===== config.mk =====
export PLATFORM = sky130hd
export DESIGN_NAME = prio_serializer
export DESIGN_NICKNAME = d
export VERILOG_FILES = /design/src/rtl/encoder_pkg.sv /design/src/rtl/prio_enc.sv /design/src/rtl/prio_serializer.sv
export SDC_FILE = /design/constraint.sdc
export NUM_CORES = 1
export LEC_CHECK = 0
export CORE_MARGIN = 5
export CORE_UTILIZATION = 50
export DETAILED_ROUTE_END_ITERATION = 7
export PLACE_DENSITY = 0.89
export SETUP_SLACK_MARGIN = 0.2
export SLEW_MARGIN = 15
export SYNTH_ARGS = -nofsm -noshare
export SYNTH_HDL_FRONTEND = slang
export SYNTH_SLANG_ARGS = --single-unit
export TNS_END_PERCENT = 10

===== constraint.sdc =====
create_clock -name clk -period 2.4 [get_ports clk]
set_clock_uncertainty 0.1 [all_clocks]
set_input_delay 0.36 -clock clk [delete_from_list [all_inputs] [get_ports clk]]
set_output_delay 0.36 -clock clk [all_outputs]
set_load 0.01 [all_outputs]

===== src/rtl/encoder_pkg.sv =====
// Shared definitions for the priority serializer: width helper, FSM encoding
// and the default request width.
package encoder_pkg;

    localparam int unsigned DEFAULT_WIDTH = 16;

    typedef enum logic {
        IDLE  = 1'b0,
        SERVE = 1'b1
    } state_e;

    function automatic int unsigned clog2(input int unsigned value);
        int unsigned result;
        int unsigned rem;
        result = 0;
        rem    = value - 1;
        while (rem > 0) begin
            result = result + 1;
            rem    = rem >> 1;
        end
        return result;
    endfunction

endpackage


===== src/rtl/prio_enc.sv =====
// Combinational priority encoder: reports the index of the winning set bit,
// lowest index first or highest index first.
module prio_enc
    import encoder_pkg::*;
#(
    parameter int unsigned WIDTH     = DEFAULT_WIDTH,
    parameter int unsigned LSB_FIRST = 1,
    localparam int unsigned OUT_W    = clog2(WIDTH)
) (
    input  logic [WIDTH-1:0] req,
    output logic [OUT_W-1:0] idx,
    output logic             any_set
);

    // Scan away from the winning end so the winner is the last write.
    always_comb begin
        idx     = '0;
        any_set = |req;
        for (int i = 0; i < int'(WIDTH); i++) begin
            if (LSB_FIRST != 0) begin
                if (req[int'(WIDTH) - 1 - i]) begin
                    idx = OUT_W'(int'(WIDTH) - 1 - i);
                end
            end else begin
                if (req[i]) begin
                    idx = OUT_W'(i);
                end
            end
        end
    end

endmodule


===== src/rtl/prio_serializer.sv =====
// Accepts a request vector and emits the index of each set bit, one per
// accepted output transfer, in priority order.
module prio_serializer
    import encoder_pkg::*;
#(
    parameter int unsigned WIDTH     = DEFAULT_WIDTH,
    parameter int unsigned LSB_FIRST = 1,
    localparam int unsigned OUT_W    = clog2(WIDTH)
) (
    input  logic             clk,
    input  logic             rst_n,
    input  logic             enable,
    input  logic [WIDTH-1:0] encoder_in,
    input  logic             in_valid,
    output logic             in_ready,
    output logic [OUT_W-1:0] binary_out,
    output logic             out_valid,
    input  logic             out_ready,
    output logic             out_last,
    output logic             zero_in
);

    state_e           state_q, state_d;
    logic [WIDTH-1:0] pending_q, pending_d;
    logic             zero_in_q, zero_in_d;

    logic [OUT_W-1:0] enc_idx;
    logic             enc_any;
    logic             serving;
    logic             single_bit;
    logic             accept;
    logic             transfer;

    prio_enc #(
        .WIDTH     (WIDTH),
        .LSB_FIRST (LSB_FIRST)
    ) u_prio_enc (
        .req     (pending_q),
        .idx     (enc_idx),
        .any_set (enc_any)
    );

    // Outputs decode registered state only; rst_n forces them quiet while held.
    assign serving    = rst_n && (state_q == SERVE);
    assign single_bit = enc_any && ((pending_q & (pending_q - WIDTH'(1))) == '0);

    assign in_ready   = rst_n && enable && (state_q == IDLE);
    assign out_valid  = serving;
    assign binary_out = serving ? enc_idx : '0;
    assign out_last   = serving && single_bit;
    assign zero_in    = zero_in_q;

    assign accept     = in_valid && in_ready;
    assign transfer   = out_valid && out_ready;

    always_comb begin
        state_d   = state_q;
        pending_d = pending_q;
        zero_in_d = 1'b0;
        case (state_q)
            IDLE: begin
                if (accept) begin
                    if (encoder_in == '0) begin
                        zero_in_d = 1'b1;
                    end else begin
                        pending_d = encoder_in;
                        state_d   = SERVE;
                    end
                end
            end
            SERVE: begin
                if (transfer) begin
                    pending_d = pending_q & ~(WIDTH'(1) << enc_idx);
                    if (out_last) begin
                        state_d = IDLE;
                    end
                end
            end
            default: begin
                state_d = IDLE;
            end
        endcase
    end

    always_ff @(posedge clk) begin
        if (!rst_n) begin
            state_q   <= IDLE;
            pending_q <= '0;
            zero_in_q <= 1'b0;
        end else begin
            state_q   <= state_d;
            pending_q <= pending_d;
            zero_in_q <= zero_in_d;
        end
    end

endmodule


== After elaboration in Yosys (flattened, before gate mapping) ==
Index checks and enable logic that the tools add are counted.
Widths: inputs -> output; s select.

* Bits in registers: 18
* Bits of input ports: 21
* Output and inout port bits: 8
* Word-level logic and storage cells: 53

* Add/subtract/negate cells: 1
* Eq/ne operators: 3
* Shift operators: 1
* Multiplexer cells: 27
* Bitwise operators: 6
* Reductions and logical operators: 12

{| class="wikitable"
|+ Operators with widths
! operator !! number
|-
| $mux 4 || 17
|-
| $mux 16 || 3
|-
| $and 16x16->16 || 2
|-
| $logic_not 16->1 || 2
|-
| $pmux 16 s2 || 1
|-
| $not 16->16 || 1
|-
| $reduce_or 16->1 || 1
|-
| $shl 1x4->16 const A || 1
|-
| $sub 16x1->16 const B || 1
|-
| $logic_and 1x1->1 || 7
|-
| $mux 1 || 5
|-
| $ne 2x2->1 const B || 2
|-
| $not 1->1 || 3
|-
| $reduce_and 3->1 || 1
|-
| $reduce_or 3->1 || 1
|-
| $ne 2x1->1 const B || 1
|-
| $pmux 1 s2 || 1
|}

== Longest topological paths before layout ==
Gate-level depths: netlist of run 1.

* Depth in word-level cells: 21
* Gate-level depth with buffers: 8
* Depth with buffers taken out: 6

== Cells and area by module ==
From an unflattened synthesis of run 1, not the netlist that was laid out.

* Cells, all modules: 171
* Area total of the unflattened synthesis: 1217.4 um^2

{| class="wikitable"
|+ Modules (own cells, without submodules)
! module !! instances !! cells each !! area an instance (um^2) !! sequential area each (um^2)
|-
| prio_serializer || 1 || 137 || 1041.0 || 360.3
|-
| prio_enc || 1 || 34 || 176.4 || 0.0
|}

== Least setup slack after synthesis of run 1 ==
No wires, ideal clock.

* Path kind: flip-flop to output port
* From: reg pending_q[6]
* To: out out_last
* Arrival: 1.844 ns
* Required time: 1.940 ns
* Slack: 0.096 ns
* Stages on the path, launching flop included: 7
* Buffers on the path: 2
* Path through: dfxtp_1 > buf_6 > or4_1 > buf_2 > nor4b_1 > o2111ai_1 > nor4_2

* Longest elaborated chain between the ends: 5
* Elaborated cells between the ends (all ways): 6
* Classes of those cells: 1 x add/sub; 1 x bitwise; 4 x reduce/logical

{| class="wikitable"
|+ Ends and longest elaborated chain
! element !! RTL line !! RTL
|-
| from (decl) || prio_serializer.sv:24 || <nowiki>logic [WIDTH-1:0] pending_q, pending_d;</nowiki>
|-
| from (signal assigned) || prio_serializer.sv:92 || <nowiki>pending_q <= pending_d;</nowiki>
|-
| $sub 16x1->16 || prio_serializer.sv:45 || <nowiki>assign single_bit = enc_any && ((pending_q & (pending_q - WIDTH'(1))) == '0);</nowiki>
|-
| $and 16x16->16 || prio_serializer.sv:45 ||
|-
| $logic_not 16->1 || prio_serializer.sv:45 ||
|-
| $logic_and 1x1->1 (*) || prio_serializer.sv:45 ||
|-
| $logic_and 1x1->1 (*) || prio_serializer.sv:50 || <nowiki>assign out_last = serving && single_bit;</nowiki>
|-
| to (decl) || prio_serializer.sv:19 || <nowiki>output logic out_last,</nowiki>
|}

Every way passes the cells marked *; elsewhere a longest branch is shown, timed or not.

== Worst setup path after layout of run 1 ==
* From: reg pending_q[7]
* To: out out_last

Same word-level chain as after synthesis.

==> flow_metrics.py, run 1 <==
metrics = {
    "setup_path": {
        "cp_max_fo": 4,
        "worstRegToRegCells": 7,
        "max_stage_delay_ns": 0.59,
        "startpoint_type": "register",
        "crit_path_cell_trace": "or4_4 -> nor4b_4 -> o2111ai_1 -> nor4_2 -> buf_4 -> buf_6",
        "required_ns": 1.94,
        "r2r_end": "pending_q[13]$_SDFFE_PN0P_",
        "cp_top_family": "simple AND/OR/NAND/NOR gates",
        "crit_buf_inv": 2,
        "timing.rr.start": "pending_q[7]$_SDFFE_PN0P_",
        "slowest_stage": "or4_4",
        "path_depth": 6,
        "cp-end-kind": "output pin",
        "crit_arrival_ns": 2.25,
        "rrSetupSlack_ns": 0.06,
        "worstSetupPathType": "reg -> out",
    },
    "routing": {
        "num_vias": 1957,
        "first_iter_violations": 225,
        "wl_um": 6050,
        "vias_per_cell": 6.96,
        "wl_per_cell_um": 21.5,
        "first_pass_iters": 5,
        "drt.antenna.violating_nets": 0,
        "remaining_drc_errors": 0,
    },
    "run_status": {
        "status": "finished with violations",
        "violations": "setup timing",
    },
    "synth": {
        "yosysUniqueCellTypes": 49,
        "synth_edf_count": 0,
        "synth_area_per_cell_sq_um": 7.41,
        "synth_top_area_cell": "dfxtp_1",
        "syn_nets": 205,
        "async_reset_ff_share_pct": 0,
        "synth-main-ff-cell": "dfxtp_1",
        "synth_top_cell_area_share_pct": 26.4,
        "yosys_warnings": 0,
        "synth.area.top_cells": "dfxtp_1 26%, nand2_1 5.8%, nor2_1 5.5%, a21oi_1 4.8%, a31oi_1 4.1%",
        "synth-seq-cells": 18,
        "syn-cell-area_sq_um": 1360,
        "yosysSeqAreaShare_pct": 26.4,
        "synth_cells": 184,
    },
    "finish": {
        "num-nets-final": 273,
        "area_growth_pct": 58.3,
        "diodes": 0,
        "layout-drive-gt1-share_pct": 37.6,
        "fillers": 148,
        "final_area_sq_um": 2160,
    },
    "flow_run": {
        "max-cap-violations": 0,
    },
    "min_path": {
        "min_path_cells": 3,
        "hold_path_end": "zero_in$_SDFF_PP0_",
        "hold_class": "in -> reg",
        "hp-start": "in_valid",
    },
    "global_routing": {
        "grt_pass1_wl_um": 8600,
        "use_met2_pct": 43.5,
        "antenna_found_initial": 0,
        "grt_use_total_pct": 26.3,
        "use_met3_pct": 5.41,
        "grt_max_degree": 20,
        "use_met1_pct": 31.1,
        "top_usage_layer": "met2",
        "grt_pass1_vias": 1912,
        "gr-total-overflow": 0,
    },
    "clock_network": {
        "cts_tree": "yes",
        "clk-insertion-delay-late_ns": 0.30,
        "clock-root-buffer": "clkbuf_4",
        "htreeDepth": 1,
        "ctsHoldBuffers": 0,
        "clock_tree.buffer_depth": 2,
        "cts-buffers-inserted": 3,
        "clkTransAtPathRegs_ns": 0.10,
        "clock-sinks": 18,
    },
    "sta": {
        "fin_ws_ns": -0.309,
        "grt_setup_unrepaired": "true",
        "timing.fmax_mhz": 369,
        "max-slew-margin-rel_pct": 67.2,
        "whs_ns": 0.537,
        "tightest_slew_ns": 0.488,
        "min_period_ns": 2.71,
        "finalCritPeriodShare_pct": 113,
        "setup_viol": 2,
        "drv_slew": 0,
        "final-hold-violation-count": 0,
    },
    "power": {
        "p_sw_share_pct": 37.2,
        "p_leak_nw": 0.929,
        "p_comb_share_pct": 49.0,
        "internal_power_mw": 0.601,
        "p_sw_mw": 0.355,
        "power-per-cell-area_nw_per_um2": 443,
        "seqPwrFrac_pct": 34.1,
        "vdd_drop_max_v": 0.000389,
        "clock_power_share_pct": 16.9,
    },
    "placement": {
        "post_dp_cell_area_sq_um": 1930,
        "post-dp-hpwl_um": 3660,
        "gp_congestion": 0.997,
        "numPortBuffers": 28,
    },
    "floorplan": {
        "row_count": 19,
        "initial_utilization_pct": 50.7,
        "die_y_um": 62.2,
        "die_area_sq_um": 3870,
        "fp.dieW_um": 62.2,
        "core_sq_um": 2690,
        "io_pins": 29,
    },
}
[cells in the mapped netlist, drive strengths merged (2+ instances only)]
cell type,count
o21ai,7
o31ai,3
nor4,7
o311ai,3
a31oi,9
clkbuf,4
a22o,4
nor3,8
nor4b,2
buf,8
or4,4
and3,6
and2,4
nand2b,4
o32ai,2
inv,7
nor2,20
a21oi,13
dfxtp,18
a21o,2
mux2,4
nor2b,2
a21boi,2
o211ai,5
nand2,21
[worst min-delay path: cells and delay by family]
kind | cells | cell delay [ns]
buffers and inverters | 1 | 0.42
and+or+nand+nor | 2 | 0.11
[sequential cells by signal, summed over array words and instances, names as in the netlist]
register,flops
pending_q,16
state_q,1
zero_in,1
[per-layer routing]
metal	routed length, um	part of all wire (%)
met5	0	0
met4	403	6.7
met3	845	14
met2	2690	44
met1	2110	35
[stage by stage]
stage	setup TNS, ns	cells	setup WS (ns)	util (%)	power, mW
4_1_cts	-0.322	281	-0.262	77.5	0.892
3_5_place_dp	-2.16	276	-0.473	71.9	0.691
5_1_grt	-0.485	281	-0.362	80.3	0.997
3_3_place_gp	-1.57	276	-0.415	71.9	0.682
6_report	-0.386	281	-0.309	80.3	0.956
2_1_floorplan	0	184	0.0964	-	0.523
[repair_timing]
action	4_1_cts	5_1_grt
gates resized for setup	49	16
pin swaps	10	7
setup endpoints to repair	12	23
setup buffers	2	0
[cell usage in the layout (no fill, tap or decap), drive strengths merged, types with 2 or more instances in the layout]
master and instances:
o32ai 2, a21o 2, clkdlybuf4s50 21, o21ai 7, buf 51, nor2 20, and3 6, o31ai 3
nand2b 4, a22o 4, or4 4, o211ai 5, nor2b 2, clkbuf 4, and2 4, nor4 7
o311ai 3, a21boi 2, a31oi 9, nor4b 2, inv 7, mux2 4, nand2 21, dfxtp 18
a21oi 13, nor3 8
[logic make-up after synthesis]
logic type	count (synthesis)	synth area share [%]
and+or+nand+nor	83	31.9
buffers and inverters	19	8.45
AOI/OAI and AO/OA	60	29.9
DFF	18	26.4
muxes	4	3.31
[power groups by stage]
stage,clock [mW],combinational (mW),sequential (mW)
2_1_floorplan,0,0.194,0.330
3_3_place_gp,0,0.355,0.327
3_5_place_dp,0,0.363,0.328
4_1_cts,0.154,0.415,0.323
5_1_grt,0.181,0.489,0.327
6_report,0.162,0.468,0.326
[how the worst max path moves through the flow]
stage                              startpoint  slack [ns]        to
CTS                 pending_q[3]$_SDFFE_PN0P_       -0.26  out_last
detailed placement  pending_q[8]$_SDFFE_PN0P_       -0.47  out_last
finish              pending_q[7]$_SDFFE_PN0P_       -0.31  out_last
global placement    pending_q[8]$_SDFFE_PN0P_       -0.42  out_last
global route        pending_q[8]$_SDFFE_PN0P_       -0.36  out_last
floorplan           pending_q[6]$_SDFFE_PN0P_         0.1  out_last
[area by class of cell]
class	count	area [sq um]	share of cell area [%]
multi-input combinational	147	1070	49.6
clock buffer	3	22.5	1.04
timing repair buffer	75	631	29.2
inverter	7	26.3	1.22
tap	31	38.8	1.80
sequential	18	369	17.1
No activity file was read; power rests on OpenSTA's default activity.
==> run 2, diff against run 1 <==
--- a/config.mk
+++ b/config.mk
@@ -8,6 +8,7 @@
 export CORE_MARGIN = 5
 export CORE_UTILIZATION = 50
 export DETAILED_ROUTE_END_ITERATION = 7
+export MAX_ROUTING_LAYER = met4
 export PLACE_DENSITY = 0.89
 export SETUP_SLACK_MARGIN = 0.2
 export SLEW_MARGIN = 15
==> flow_metrics.py, run 2 (synthesized netlist as in run 1, its figures left out) <==
metrics = {
    "routing": {
        "wl_per_cell_um": 21.2,
        "first_iter_violations": 292,
        "drt.antenna.violating_nets": 0,
        "num_vias": 1949,
        "wl_um": 5950,
        "remaining_drc_errors": 0,
        "first_pass_iters": 5,
        "vias_per_cell": 6.94,
    },
    "clock_network": {
        "clock-root-buffer": "clkbuf_4",
        "clk-insertion-delay-late_ns": 0.30,
        "clock_tree.buffer_depth": 2,
        "cts-buffers-inserted": 3,
        "clock-sinks": 18,
        "htreeDepth": 1,
        "cts_tree": "yes",
        "clkTransAtPathRegs_ns": 0.11,
    },
    "finish": {
        "top_register": "pending_q",
        "utilization_pct": 80.3,
        "final_area_sq_um": 2160,
        "final_cell_mix": "43 x buf_4, 21 x clkdlybuf4s50_1, 20 x nand2_1",
        "num-nets-final": 273,
        "layout_commonest_cell": "buf_4",
        "fillers": 148,
        "multi_input_area_sq_um": 1070,
        "ff_latch_area_sq_um": 369,
        "diodes": 0,
        "largest_register_ffs": 16,
        "layout-drive-gt1-share_pct": 37.6,
        "area_growth_pct": 58.3,
    },
    "floorplan": {
        "initial_utilization_pct": 50.7,
        "core_sq_um": 2690,
        "fp.dieW_um": 62.2,
        "die_area_sq_um": 3870,
        "io_pins": 29,
        "die_y_um": 62.2,
        "row_count": 19,
    },
    "setup_path": {
        "required_ns": 1.94,
        "cp-end-kind": "output pin",
        "worstSetupPathType": "reg -> out",
        "startpoint_type": "register",
        "crit_arrival_ns": 2.24,
        "cp_max_fo": 4,
    },
    "sta": {
        "max-slew-margin-rel_pct": 66.2,
        "timing.fmax_mhz": 370,
        "tightest_slew_ns": 0.503,
        "grt_setup_unrepaired": "true",
        "setup_viol": 2,
        "min_period_ns": 2.70,
        "fin_ws_ns": -0.302,
        "final-hold-violation-count": 0,
        "drv_slew": 0,
        "finalCritPeriodShare_pct": 113,
    },
    "placement": {
        "post-dp-hpwl_um": 3660,
        "gp_congestion": 1.02,
        "post_dp_cell_area_sq_um": 1930,
        "numPortBuffers": 28,
        "pre_cts_ws_ns": -0.473,
    },
    "global_routing": {
        "grt_use_total_pct": 27.0,
        "grt_max_degree": 20,
        "gr-total-overflow": 0,
        "grt_pass1_vias": 1911,
        "grt_pass1_wl_um": 8600,
        "antenna_found_initial": 0,
    },
    "power": {
        "vdd_drop_max_v": 0.000388,
        "power-per-cell-area_nw_per_um2": 443,
        "p_leak_nw": 0.929,
    },
    "min_path": {
        "hold_class": "in -> reg",
    },
    "run_status": {
        "status": "finished with violations",
        "violations": "setup timing",
    },
    "flow_run": {
        "max-cap-violations": 0,
    },
}
run 2: routing by layer:
metal | GRT usage (%) | vias to the layer above | share of wire [%] | wire length [um]
met2 | 43.7 | 197 | 45 | 2670
met4 | 14.9 | 0 | 6.9 | 412
met5 | - | - | 0 | 0
met3 | 4.50 | 56 | 12 | 740
met1 | 31.6 | 869 | 36 | 2130
li1 | - | 827 | - | -
run 2: worst max-delay path: stages, from the launching register on:
cell	delay [ns]
dfxtp_2	0.34
or4_4	0.59
nor4b_4	0.27
o2111ai_1	0.18
nor4_2	0.30
buf_4	0.17
buf_6	0.10
run 2: worst paths after layout:
path / from / endpoint / slack, ns / depth (start not counted)
max: pending_q[7]$_SDFFE_PN0P_ / out_last / -0.30 / 6
min: in_valid / zero_in$_SDFF_PP0_ / 0.53 / 3
max reg2reg: pending_q[1]$_SDFFE_PN0P_ / pending_q[9]$_SDFFE_PN0P_ / 0.07 / 6
min reg2reg: pending_q[2]$_SDFFE_PN0P_ / pending_q[2]$_SDFFE_PN0P_ / 0.59 / 3
run 2: power by group:
group          total [mW]  switching [mW]  internal (mW)
registers           0.326          0.0136          0.312
clock network       0.164           0.106         0.0586
logic               0.466           0.236          0.230
run 2: per-stage QoR:
stage                     TNS, ns  total power, mW  hold slack [ns]  std cells
after CTS                  -0.322            0.892            0.520        281
final                      -0.380            0.956            0.529        281
after global placement      -1.57            0.682            0.500        276
after floorplan                 0            0.523            0.375        184
after global routing       -0.480            0.993            0.565        281
after detailed placement    -2.16            0.691            0.509        276
run 2: timing repair:
action | in CTS | in global routing
gates resized for setup | 49 | 16
setup endpoints to repair | 12 | 23
setup buffers | 2 | 0
hold buffers | 0 | 0
pin swaps | 10 | 7
run 2: cell type report:
cell class                 count  area share (%)
multi-input combinational    147            49.6
timing repair buffer          75            29.2
sequential                    18            17.1
tap                           31            1.80
inverter                       7            1.22
clock buffer                   3            1.04
==> run 3, diff against run 2 <==
--- a/config.mk
+++ b/config.mk
@@ -6,10 +6,10 @@
 export NUM_CORES = 1
 export LEC_CHECK = 0
 export CORE_MARGIN = 5
-export CORE_UTILIZATION = 50
+export CORE_UTILIZATION = 54
 export DETAILED_ROUTE_END_ITERATION = 7
 export MAX_ROUTING_LAYER = met4
-export PLACE_DENSITY = 0.89
+export PLACE_DENSITY = 0.94
 export SETUP_SLACK_MARGIN = 0.2
 export SLEW_MARGIN = 15
 export SYNTH_ARGS = -nofsm -noshare
==> constraint.sdc (replaced) <==
create_clock -name clk -period 3.4 [get_ports clk]
set_clock_uncertainty 0.1 [all_clocks]
set_input_delay 0.51 -clock clk [delete_from_list [all_inputs] [get_ports clk]]
set_output_delay 0.51 -clock clk [all_outputs]
set_load 0.01 [all_outputs]
==> flow_metrics.py, run 3 (synthesized netlist as in run 1, its figures left out) <==
metrics = {
    "setup_path": {
        "cp_max_fo": 9,
        "cp-end-kind": "output pin",
        "worstSetupPathType": "reg -> out",
        "crit_arrival_ns": 2.62,
        "required_ns": 2.79,
        "startpoint_type": "register",
    },
    "global_routing": {
        "antenna_found_initial": 0,
        "grt_use_total_pct": 26.3,
        "grt_pass1_vias": 1479,
        "gr-total-overflow": 0,
        "grt_max_degree": 20,
        "grt_pass1_wl_um": 7000,
    },
    "routing": {
        "first_pass_iters": 5,
        "drt.antenna.violating_nets": 0,
        "vias_per_cell": 6.66,
        "wl_per_cell_um": 18.7,
        "remaining_drc_errors": 0,
        "first_iter_violations": 154,
        "num_vias": 1586,
        "wl_um": 4450,
    },
    "floorplan": {
        "core_sq_um": 2450,
        "row_count": 18,
        "io_pins": 29,
        "fp.dieW_um": 60.2,
        "initial_utilization_pct": 55.5,
        "die_y_um": 60.2,
        "die_area_sq_um": 3630,
    },
    "placement": {
        "post_dp_cell_area_sq_um": 1620,
        "dp.cells": 234,
        "numPortBuffers": 28,
        "post-dp-hpwl_um": 3260,
        "pre_cts_ws_ns": 0.210,
        "gp_congestion": 0.992,
    },
    "finish": {
        "ff_latch_area_sq_um": 363,
        "final_cells": 238,
        "largest_register_ffs": 16,
        "final_area_sq_um": 1690,
        "layout-drive-gt1-share_pct": 12.5,
        "num-nets-final": 231,
        "layout_commonest_cell": "clkdlybuf4s50_1",
        "utilization_pct": 68.9,
        "area_growth_pct": 24.2,
        "final_cell_mix": "27 x clkdlybuf4s50_1, 21 x nand2_1, 20 x nor2_1",
        "multi_input_area_sq_um": 933,
        "diodes": 0,
        "fillers": 193,
        "top_register": "pending_q",
    },
    "clock_network": {
        "htreeDepth": 1,
        "clock-root-buffer": "clkbuf_4",
        "clock_tree.buffer_depth": 2,
        "clkTransAtPathRegs_ns": 0.11,
        "cts_setup_buffers": 0,
        "ctsHoldBuffers": 0,
        "cts-buffers-inserted": 3,
        "clk-insertion-delay-late_ns": 0.30,
        "cts_tree": "yes",
        "clock-sinks": 18,
    },
    "power": {
        "p_leak_nw": 0.650,
        "p_comb_share_pct": 37.9,
        "seqPwrFrac_pct": 42.8,
        "clock_power_share_pct": 19.3,
        "power-per-cell-area_nw_per_um2": 331,
        "internal_power_mw": 0.359,
        "power_mw": 0.560,
        "vdd_drop_max_v": 0.000266,
        "p_sw_share_pct": 35.9,
        "p_sw_mw": 0.201,
    },
    "sta": {
        "setup_tns_ns": 0,
        "drv_slew": 0,
        "setup_viol": 0,
        "fin_ws_ns": 0.171,
        "min_period_ns": 3.23,
        "whs_ns": 0.484,
        "final-hold-violation-count": 0,
        "max-slew-margin-rel_pct": 67.9,
        "grt_setup_unrepaired": "false",
        "tightest_slew_ns": 0.482,
        "timing.fmax_mhz": 310,
        "finalCritPeriodShare_pct": 95.0,
    },
    "flow_run": {
        "max-cap-violations": 0,
    },
    "min_path": {
        "hold_class": "reg -> reg",
    },
    "run_status": {
        "status": "finished, final reports clean",
    },
}
run 3: changes by cell type in the layout (fill, tap and decap cells not counted), sizes merged:
cell and delta:
or4 +1, clkbuf -1, dlymetal6s2s -1, clkdlybuf4s50 +6, buf -47
run 3: worst max-delay path, stage by stage (launching register included):
cell           delay (ns)
dfxtp_2              0.38
or4_4                0.62
o32ai_1              0.38
o311ai_1             0.20
nor4_2               0.41
dlygate4sd2_1        0.33
run 3: area by class of cell:
class	instances	share of cell area (%)
Tap cell	30	2.22
Timing Repair Buffer	32	18.3
Inverter	7	1.55
Sequential cell	18	21.4
Clock buffer	3	1.33
Multi-Input combinational cell	148	55.2
run 3: final timing paths:
path                              from                         to  slack [ns]  depth (start not counted)
max          pending_q[6]$_SDFFE_PN0P_                   out_last        0.17                          5
min          pending_q[6]$_SDFFE_PN0P_  pending_q[6]$_SDFFE_PN0P_        0.48                          2
max reg2reg  pending_q[6]$_SDFFE_PN0P_         state_q$_SDFF_PN0_        0.98                          6
min reg2reg  pending_q[6]$_SDFFE_PN0P_  pending_q[6]$_SDFFE_PN0P_        0.48                          2
run 3: power groups by stage:
stage,combinational (mW),sequential (mW),clock (mW)
2_1_floorplan,0.137,0.233,0
3_3_place_gp,0.185,0.240,0
3_5_place_dp,0.192,0.241,0
4_1_cts,0.197,0.236,0.105
5_1_grt,0.229,0.242,0.117
6_report,0.212,0.240,0.108
run 3: metal layers:
layer  share of wire (%)  track usage (%)  up-vias  wire (um)
met4                 3.7             11.1        0        163
met2                  47             42.3      108       2080
met5                   0                -        -          0
met1                  41             32.3      715       1820
li1                    -                -      743          -
met3                 8.8             4.32       20        393
run 3: timing repair:
| item | CTS | global route |
|---|---|---|
| pin swaps | 1 | 2 |
| cloned | 0 | 1 |
| gates resized for setup | 4 | 6 |
| endpoints found under the setup margin | 1 | 1 |
